$ cat src/rtl/sys_step_ctrl.sv
// sys_step_ctrl: front-panel execution controller.
// Synchronises and debounces the step/load buttons and the run switch, then
// drives a one-cycle CPU clock-enable (single-step or free-run divider), a
// PC-load strobe with the switch value, and halts RUN on a core exception.
//
// Optional feature macro: SYS_STEP_BREAKPOINT_EN (adds bp_en/bp_addr/pc_cur;
// RUN halts instead of stepping when pc_cur matches bp_addr at terminal count).
//
// Ports:
//   SYS_clk      system clock, rising edge
//   SYS_rst      synchronous active-high reset
//   key_step_n   raw step button, active-low, asynchronous
//   key_load_n   raw PC-load button, active-low, asynchronous
//   sw_run       raw run/step switch, 1 = free-run
//   sw_pc_val    PC value switches, sampled on load press
//   eh_flag      exception flag from the core
//   cpu_ce       one-cycle clock-enable to the core
//   pc_load      one-cycle PC-load strobe
//   pc_load_val  PC value latched at load
//   step_cnt     cpu_ce pulses since reset or load
//   ctrl_state   00 STEP, 01 RUN, 10 HALT
//   halted_led   high while in HALT
module sys_step_ctrl #(
  parameter int unsigned DEB_CYCLES = 500000,
  parameter int unsigned RUN_DIV    = 25000000
) (
  input  logic        SYS_clk,
  input  logic        SYS_rst,
  input  logic        key_step_n,
  input  logic        key_load_n,
  input  logic        sw_run,
  input  logic [7:0]  sw_pc_val,
  input  logic        eh_flag,
`ifdef SYS_STEP_BREAKPOINT_EN
  input  logic        bp_en,
  input  logic [7:0]  bp_addr,
  input  logic [7:0]  pc_cur,
`endif
  output logic        cpu_ce,
  output logic        pc_load,
  output logic [7:0]  pc_load_val,
  output logic [15:0] step_cnt,
  output logic [1:0]  ctrl_state,
  output logic        halted_led
);

  localparam int unsigned NKEY     = 2;
  localparam int unsigned KEY_STEP = 0;
  localparam int unsigned KEY_LOAD = 1;
  localparam int unsigned DEB_W    = $clog2(DEB_CYCLES);
  localparam int unsigned DIV_W    = $clog2(RUN_DIV);
  localparam logic [DEB_W-1:0] DEB_LAST = DEB_W'(DEB_CYCLES - 1);
  localparam logic [DIV_W-1:0] DIV_LAST = DIV_W'(RUN_DIV - 1);

  typedef enum logic [1:0] {
    ST_STEP = 2'b00,
    ST_RUN  = 2'b01,
    ST_HALT = 2'b10
  } state_e;

  logic [NKEY-1:0]  key_s1_q, key_s1_d, key_s2_q, key_s2_d;
  logic             run_s1_q, run_s1_d, run_s2_q, run_s2_d;
  logic [NKEY-1:0]  key_acc_q, key_acc_d;
  logic [DEB_W-1:0] deb_cnt_q [NKEY];
  logic [DEB_W-1:0] deb_cnt_d [NKEY];
  logic [NKEY-1:0]  press_c;

  state_e           state_q, state_d;
  logic [DIV_W-1:0] div_q, div_d;
  logic             cpu_ce_q, cpu_ce_d;
  logic             pc_load_q, pc_load_d;
  logic [7:0]       pc_load_val_q, pc_load_val_d;
  logic [15:0]      step_cnt_q, step_cnt_d;
  logic             halted_q, halted_d;
  logic             do_load_c;
  logic             bp_hit_c;

`ifdef SYS_STEP_BREAKPOINT_EN
  assign bp_hit_c = bp_en && (pc_cur == bp_addr);
`else
  assign bp_hit_c = 1'b0;
`endif

  // Synchronisers and per-key debouncers; press_c marks an accepted 1->0 flip.
  always_comb begin
    key_s1_d  = {key_load_n, key_step_n};
    key_s2_d  = key_s1_q;
    run_s1_d  = sw_run;
    run_s2_d  = run_s1_q;
    key_acc_d = key_acc_q;
    press_c   = '0;
    for (int k = 0; k < NKEY; k++) begin
      deb_cnt_d[k] = '0;
      if (key_s2_q[k] != key_acc_q[k]) begin
        if (deb_cnt_q[k] == DEB_LAST) begin
          key_acc_d[k] = key_s2_q[k];
          press_c[k]   = ~key_s2_q[k];
        end else begin
          deb_cnt_d[k] = deb_cnt_q[k] + DEB_W'(1);
        end
      end
    end
  end

  // Control FSM: mode exits take priority over presses; load beats step.
  always_comb begin
    state_d       = state_q;
    div_d         = div_q;
    cpu_ce_d      = 1'b0;
    pc_load_d     = 1'b0;
    pc_load_val_d = pc_load_val_q;
    step_cnt_d    = step_cnt_q;
    do_load_c     = 1'b0;
    case (state_q)
      ST_STEP: begin
        if (run_s2_q) begin
          state_d = ST_RUN;
          div_d   = '0;
        end else if (press_c[KEY_LOAD]) begin
          do_load_c = 1'b1;
        end else if (press_c[KEY_STEP]) begin
          cpu_ce_d = 1'b1;
        end
      end
      ST_RUN: begin
        if (eh_flag) begin
          state_d = ST_HALT;
        end else if (!run_s2_q) begin
          state_d = ST_STEP;
        end else if (div_q == DIV_LAST) begin
          div_d = '0;
          if (bp_hit_c) state_d = ST_HALT;
          else          cpu_ce_d = 1'b1;
        end else begin
          div_d = div_q + DIV_W'(1);
        end
      end
      ST_HALT: begin
        if (press_c[KEY_LOAD]) begin
          do_load_c = 1'b1;
        end else if (press_c[KEY_STEP]) begin
          state_d = ST_STEP;
        end
      end
      default: state_d = ST_STEP;
    endcase
    if (do_load_c) begin
      state_d       = ST_STEP;
      pc_load_d     = 1'b1;
      pc_load_val_d = sw_pc_val;
      step_cnt_d    = '0;
    end else if (cpu_ce_d) begin
      step_cnt_d = step_cnt_q + 16'd1;
    end
    halted_d = (state_d == ST_HALT);
  end

  // State and output registers.
  always_ff @(posedge SYS_clk) begin
    if (SYS_rst) begin
      key_s1_q      <= '1;
      key_s2_q      <= '1;
      run_s1_q      <= 1'b0;
      run_s2_q      <= 1'b0;
      key_acc_q     <= '1;
      for (int k = 0; k < NKEY; k++) deb_cnt_q[k] <= '0;
      state_q       <= ST_STEP;
      div_q         <= '0;
      cpu_ce_q      <= 1'b0;
      pc_load_q     <= 1'b0;
      pc_load_val_q <= '0;
      step_cnt_q    <= '0;
      halted_q      <= 1'b0;
    end else begin
      key_s1_q      <= key_s1_d;
      key_s2_q      <= key_s2_d;
      run_s1_q      <= run_s1_d;
      run_s2_q      <= run_s2_d;
      key_acc_q     <= key_acc_d;
      for (int k = 0; k < NKEY; k++) deb_cnt_q[k] <= deb_cnt_d[k];
      state_q       <= state_d;
      div_q         <= div_d;
      cpu_ce_q      <= cpu_ce_d;
      pc_load_q     <= pc_load_d;
      pc_load_val_q <= pc_load_val_d;
      step_cnt_q    <= step_cnt_d;
      halted_q      <= halted_d;
    end
  end

  assign cpu_ce      = cpu_ce_q;
  assign pc_load     = pc_load_q;
  assign pc_load_val = pc_load_val_q;
  assign step_cnt    = step_cnt_q;
  assign ctrl_state  = state_q;
  assign halted_led  = halted_q;

endmodule

$ cat config.mk
export PLATFORM = sky130hd
export DESIGN_NAME = sys_step_ctrl
export DESIGN_NICKNAME = d
export VERILOG_FILES = /design/src/rtl/sys_step_ctrl.sv
export SDC_FILE = /design/constraint.sdc
export NUM_CORES = 1
export LEC_CHECK = 0
export CAP_MARGIN = 20
export CORE_MARGIN = 5
export CORE_UTILIZATION = 52
export CTS_CLUSTER_SIZE = 28
export DETAILED_ROUTE_END_ITERATION = 10
export GPL_ROUTABILITY_DRIVEN = 1
export PLACE_DENSITY = 0.8
export SLEW_MARGIN = 40
export SYNTH_ARGS = -nofsm -noshare
export SYNTH_HDL_FRONTEND = slang
export SYNTH_SLANG_ARGS = --single-unit
$ cat constraint.sdc
create_clock -name SYS_clk -period 2.3 [get_ports SYS_clk]
set_input_delay 0.69 -clock SYS_clk [delete_from_list [all_inputs] [get_ports SYS_clk]]
set_output_delay 0.69 -clock SYS_clk [all_outputs]
set_load 0.01 [all_outputs]
==> reports/summary.txt, run 1 <==
Status: completed
Clock buffer depth: 2
Setup_tns: 0 ns
Mapped Area: 4690 sq um
Post-CTS setup buffer count: 0
Initial drt markers: 165
Fin. max-slew vios: 0
Cells after synthesis: 540
Register bit total from synthesis: 100
Post-CTS Resized: 0
Worst Setup Path Type: reg -> reg
Root buffer cell: clkbuf_8
H-Tree Depth: 3
Reg clk slew, reported paths: 0.09 ns
Fill cells: 727
Number of routed nets with antenna violations: 0
FFs w/ async S/R, synth: 0%
Tot GR Track Use: 18.9%
Period utilization: 97.3%
Area Growth Syn to Fin: 20.6%
Post-synth EDFFs: 0
Slowest Stage Delay on Critical Path: 0.57 ns
Drt wl/cell: 14.4 microns
Initial Util: 53.6%
Diode count: 0
DP HPWL: 7420 microns
Die ar.: 11,000 sq um
Grt total ovfl: 0
CP Data Required Time: 2.53 ns
Clock sinks: 100
Die Y: 105 microns
Leak: 1.94 nW
Row cnt: 34
Max-cap violations: 0
Drt drc: 0
Die Wd: 105 microns
Grt met1 use: 23.5%
Top Usage Layer GRT: met2
CP cell instances: or4b_1, nor4_4, buf_4, a21boi_2, and4_1, or4_1
Post-synthesis sequential area ratio: 42.7%
First-pass GRT wire length: 17,900 microns
Vias in the first global route: 3,950
GR Layer Usage met2: 32.9%
IO Port Bufs: 42
Ratio of cells with drive above 1 in the final layout: 10.3%
Predominant post-synthesis flop cell: dfxtp_1
Routed wire length: 10,300 microns
Synth unique cells: 50
# nets final: 624
Avg Vias per Cell: 5.58
FF-to-FF setup slack: 0.06 ns
CORE AREA: 8760 sq um
Worst hold slack: 0.422 ns
CTS tree: done
Met3 Usage GRT: 4.93%
Setup Skew: 0.0122 ns
Core Util, Final: 64.6%
Io pins: 43
Worst min-delay path class: reg -> reg
Synth Warn #: 0
Clock latency on the worst-skew pair: 0.36 ns
Post-Syn Nets: 558
Min Tclk post-route: 2.24 ns
Worst setup SP type: flip-flop
Final setup fails: 0
Final GP Congestion: 0.878
WP data arrival: 2.47 ns
Tightest Pin Transition: 0.496 ns
Critical-path top delay cell: or4b_1
CP Capture Type: flip-flop
Largest net degree at the start of global routing: 29
Syn avg cell area: 8.69 sq um
Total vias in the final route: 4,009
Initial DRT Pass Iterations: 4
RSZ-0062 raised after global routing: no
PD cells: 532 nW/um^2
Total CTS buffers: 9
Hold Buf Count CTS: 0
Endpoints failing hold: 0
Max Clock Freq: 447 MHz
Rel. slew slack: 66.8%
Maximum VDD drop: 0.431 mV
Initial antenna violation count: 0
Worst-path fanout max: 5
-- where the power goes --
part / leakage, nW / switching, mW / internal (mW)
sequential: 0.807 / 0.00657 / 1.74
combinational: 1.03 / 0.0544 / 0.0571
clock: 0.107 / 0.634 / 0.523
total: 1.94 / 0.695 / 2.32
-- stage by stage --
stage	area [sq um]	instances	total power, mW	setup slack [ns]
after global placement	5450	703	1.89	-0.128
final	5660	719	3.01	0.0622
after CTS	5660	719	3.05	0.0329
after global routing	5660	719	3.13	0.00201
after detailed placement	5450	703	1.90	-0.183
after floorplan	4690	540	1.84	0.0942
-- critical path: cells and delay by family (launching register included) --
kind	cells	cell delay (ns)
flip-flops	1	0.37
AO/OA/AOI/OAI	1	0.08
AND/OR/NAND/NOR	4	1.48
buffers and inverters	1	0.19
-- layer usage --
| metal | wire length [microns] | vias up |
|---|---|---|
| met5 | 0 | - |
| met4 | 108 | 0 |
| met3 | 501 | 15 |
| met2 | 5080 | 96 |
| met1 | 4660 | 1887 |
| li1 | - | 2011 |
-- placed cells by master, fill, tap and decap left out, drive strengths merged, types with 19 or more instances in the layout --
master	count
buf	32
and3	19
nand3	27
clkdlybuf4s50	42
nor2	82
a21oi	20
nand2b	24
dfxtp	100
nand4	21
xnor2	31
mux2i	22
xor2	21
nand2	43
-- synthesized netlist by cell type, drive strengths merged, types with 3 or more instances --
master / instances / area (sq um)
dfxtp: 100 / 2000
nor2: 82 / 308
nand2: 43 / 161
xnor2: 31 / 272
nand3: 27 / 135
nand2b: 24 / 150
mux2i: 22 / 220
nand4: 21 / 131
xor2: 21 / 184
a21oi: 20 / 100
and3: 19 / 120
nor3: 16 / 80.1
and4: 12 / 106
clkbuf: 11 / 41.3
and2: 8 / 50.1
buf: 8 / 45.0
nor2b: 7 / 43.8
nor4: 7 / 73.8
inv: 6 / 22.5
o21ai: 6 / 30.0
or2: 5 / 31.3
a31oi: 4 / 25.0
ha: 4 / 50.1
nand3b: 4 / 30.0
nor4b: 4 / 35.0
nor3b: 3 / 22.5
-- final timing paths --
path	end	depth (start not counted)	start
max	div_q[21]	6	div_q[9]
min	key_s2_q[0]	1	key_s1_q[0]
max reg2reg	div_q[21]	6	div_q[9]
min reg2reg	key_s2_q[0]	1	key_s1_q[0]
-- state kept, by name, indices dropped and copies added (netlist names) --
name,flops
div_q,25
ctrl_state,2
deb_cnt_q,38
key_acc_q,2
cpu_ce,1
pc_load_val,8
key_s2_q,2
halted_led,1
key_s1_q,2
pc_load,1
step_cnt,16
run_s2_q,1
run_s1_q,1
-- kinds of logic after synthesis --
logic type	count (synthesis)	synth area share, %
AO/OA/AOI/OAI	45	6.27
adder cells (fa/ha/maj)	4	1.07
buffers and inverters	25	2.32
XOR/XNOR	52	9.70
multiplexers	22	4.69
AND/OR/NAND/NOR	292	33.3
flip-flops	100	42.7
-- final cells by class --
| cell class | instances | area, sq um | area share (%) |
|---|---|---|---|
| multi-input combinational | 415 | 2600 | 45.9 |
| sequential | 100 | 2000 | 35.4 |
| timing repair buffer | 74 | 698 | 12.3 |
| tap | 108 | 135 | 2.39 |
| clock buffer | 9 | 124 | 2.19 |
| clock inverter | 7 | 81.3 | 1.44 |
| inverter | 6 | 22.5 | 0.398 |
Note: power is estimated with default switching activity, not from simulation.
==> run 2, diff against run 1 <==
--- a/config.mk
+++ b/config.mk
@@ -11,7 +11,8 @@
 export CTS_CLUSTER_SIZE = 28
 export DETAILED_ROUTE_END_ITERATION = 10
 export GPL_ROUTABILITY_DRIVEN = 1
-export PLACE_DENSITY = 0.8
+export PLACE_DENSITY = 0.77
+export RECOVER_POWER = 50
 export SLEW_MARGIN = 40
 export SYNTH_ARGS = -nofsm -noshare
 export SYNTH_HDL_FRONTEND = slang
==> constraint.sdc (replaced) <==
create_clock -name SYS_clk -period 2.5 [get_ports SYS_clk]
set_input_delay 0.75 -clock SYS_clk [delete_from_list [all_inputs] [get_ports SYS_clk]]
set_output_delay 0.75 -clock SYS_clk [all_outputs]
set_load 0.01 [all_outputs]
==> reports/summary.txt, run 2 (synthesized netlist as in run 1, its figures left out) <==
Worst Setup Path Type: reg -> out
Clock sinks: 100 (unchanged)
Drt wl/cell: 13.9 microns (-3.4%)
CTS tree: done
Root buffer cell: clkbuf_8
Fill cells: 745 (+2.5%)
Vias in the first global route: 3,817 (-3.4%)
Switching share of power: 22.3% (-0.77 points)
WP data arrival: 1.52 ns (-0.95 ns)
Max-cap violations: 0 (unchanged)
Initial Util: 53.6% (unchanged)
Most frequent cells in the layout: dfxtp_1, nor2_1, nand2_1
CP cell instances: clkdlybuf4s50_1
Worst-path fanout max: 12 (+7)
Total CTS buffers: 9 (unchanged)
CP Data Required Time: 1.75 ns (-0.78 ns)
Sw power: 606 uW (-13%)
CP Capture Type: output pin
Initial antenna violation count: 0 (unchanged)
Maximum VDD drop: 0.451 mV (+4.6%)
IO Port Bufs: 42 (unchanged)
Min Tclk post-route: 2.27 ns
Hold Buf Count CTS: 0 (unchanged)
Tot GR Track Use: 18.2% (-0.73 points)
Setup_tns: 0 ns (unchanged)
Slowest Stage Delay on Critical Path: 0.61 ns (+0.04 ns)
Period utilization: 90.7%
Register area: 2000 sq um (unchanged)
Status: completed
# nets final: 615 (-1.4%)
Critical-path top delay cell: clkdlybuf4s50_1
Initial drt markers: 174 (+5.5%)
CORE AREA: 8760 sq um (unchanged)
CP delay by family, top: buffers and inverters
Avg Vias per Cell: 5.50 (-1.4%)
Largest net degree at the start of global routing: 29 (unchanged)
Internal cell power: 2.11 mW (-8.8%)
Post-CTS setup buffer count: 0 (unchanged)
Max FFs per register: 38 (unchanged)
Worst setup SP type: flip-flop
Final GP Congestion: 0.871 (-0.85%)
Tightest Pin Transition: 0.695 ns (+0.198 ns)
Number of routed nets with antenna violations: 0 (unchanged)
DP HPWL: 7130 microns (-3.9%)
Die Wd: 105 microns (unchanged)
Reg clk slew, reported paths: 0.09 ns (about the same)
Max Clock Freq: 441 MHz
Initial DRT Pass Iterations: 4 (unchanged)
Grt total ovfl: 0 (unchanged)
Sequential share of power: 59.0% (+1.1 points)
Routed wire length: 9870 microns (-4.6%)
Buf/Inv on CP: 1 (unchanged)
Die ar.: 11,000 sq um (unchanged)
H-Tree Depth: 3 (unchanged)
Final setup fails: 0 (unchanged)
Post-CTS Resized: 0 (unchanged)
Most common cell after layout, fill and taps aside: dfxtp_1
Leak: 1.95 nW (+0.32%)
Gate power share: 3.4% (-0.3 points)
Diode count: 0 (unchanged)
Rel. slew slack: 53.7% (-13 points)
Die Y: 105 microns (unchanged)
Top reg by flops: deb_cnt_q
First-pass GRT wire length: 17,100 microns (-4.7%)
Fin. max-slew vios: 0 (unchanged)
Ratio of cells with drive above 1 in the final layout: 7.97% (-2.3 points)
Io pins: 43 (unchanged)
Clock buffer depth: 2 (unchanged)
Row cnt: 34 (unchanged)
Worst hold slack: 0.427 ns (+0.00469 ns)
Clock latency on the worst-skew pair: 0.36 ns (about the same)
Power consumption: 2.72 mW (-9.7%)
Drt drc: 0 (unchanged)
PD cells: 491 nW/um^2 (-7.9%)
Setup Skew: 0.0124 ns (+0.000262 ns)
Area Growth Syn to Fin: 18.2%
RSZ-0062 raised after global routing: no
Multi-input gate area in the final layout: 2590 sq um (-0.29%)
Endpoints failing hold: 0 (unchanged)
Worst min-delay path class: reg -> reg
Clock power frac: 37.6% (-0.8 points)
Total vias in the final route: 3,903 (-2.6%)
-- run 2: final timing paths --
| check | start | end | slack, ns | cells past startpoint |
|---|---|---|---|---|
| max | step_cnt[4] | step_cnt[4] | 0.23 | 1 |
| min reg2reg | key_s1_q[0] | key_s2_q[0] | 0.43 | 1 |
| max reg2reg | div_q[9] | div_q[21] | 0.24 | 6 |
| min | key_s1_q[0] | key_s2_q[0] | 0.43 | 1 |
-- run 2: power by group through the flow --
stage	Sequential (mW)	Combinational, mW	Clock, mW
2_1_floorplan	1.64	0.0489	0
3_3_place_gp	1.64	0.0941	0
3_5_place_dp	1.64	0.0953	0
4_1_cts	1.61	0.0958	1.05
5_1_grt	1.61	0.102	1.12
6_report	1.60	0.0935	1.02
-- run 2: layout make-up --
cell class                      count  area share (%)
Sequential cell                   100            36.1
Tap cell                          108            2.44
Multi-Input combinational cell    415            46.7
Clock inverter                      5            1.11
Timing Repair Buffer               65            10.9
Inverter                            6           0.406
Clock buffer                       11            2.37
-- run 2: routing by layer --
layer  track usage (%)  part of all wire (%)
met1              22.4                    45
met2              31.0                    49
met3              5.43                   4.7
met4              4.66                  0.79
met5                 0                     0
-- run 2: stage by stage --
stage	instances	setup WS [ns]	utilization (%)	cell area, sq um
2_1_floorplan	540	0.294	-	4690
3_3_place_gp	694	0.0206	61.2	5370
3_5_place_dp	694	-0.00217	61.2	5370
4_1_cts	710	0.208	63.4	5560
5_1_grt	710	0.0873	63.3	5550
6_report	710	0.231	63.3	5550
==> run 3, diff against run 2 <==
--- a/config.mk
+++ b/config.mk
@@ -5,7 +5,6 @@
 export SDC_FILE = /design/constraint.sdc
 export NUM_CORES = 1
 export LEC_CHECK = 0
-export CAP_MARGIN = 20
 export CORE_MARGIN = 5
 export CORE_UTILIZATION = 52
 export CTS_CLUSTER_SIZE = 28
==> results of run 3 <==
Final layout, timing and power as in run 2 (identical DEF).
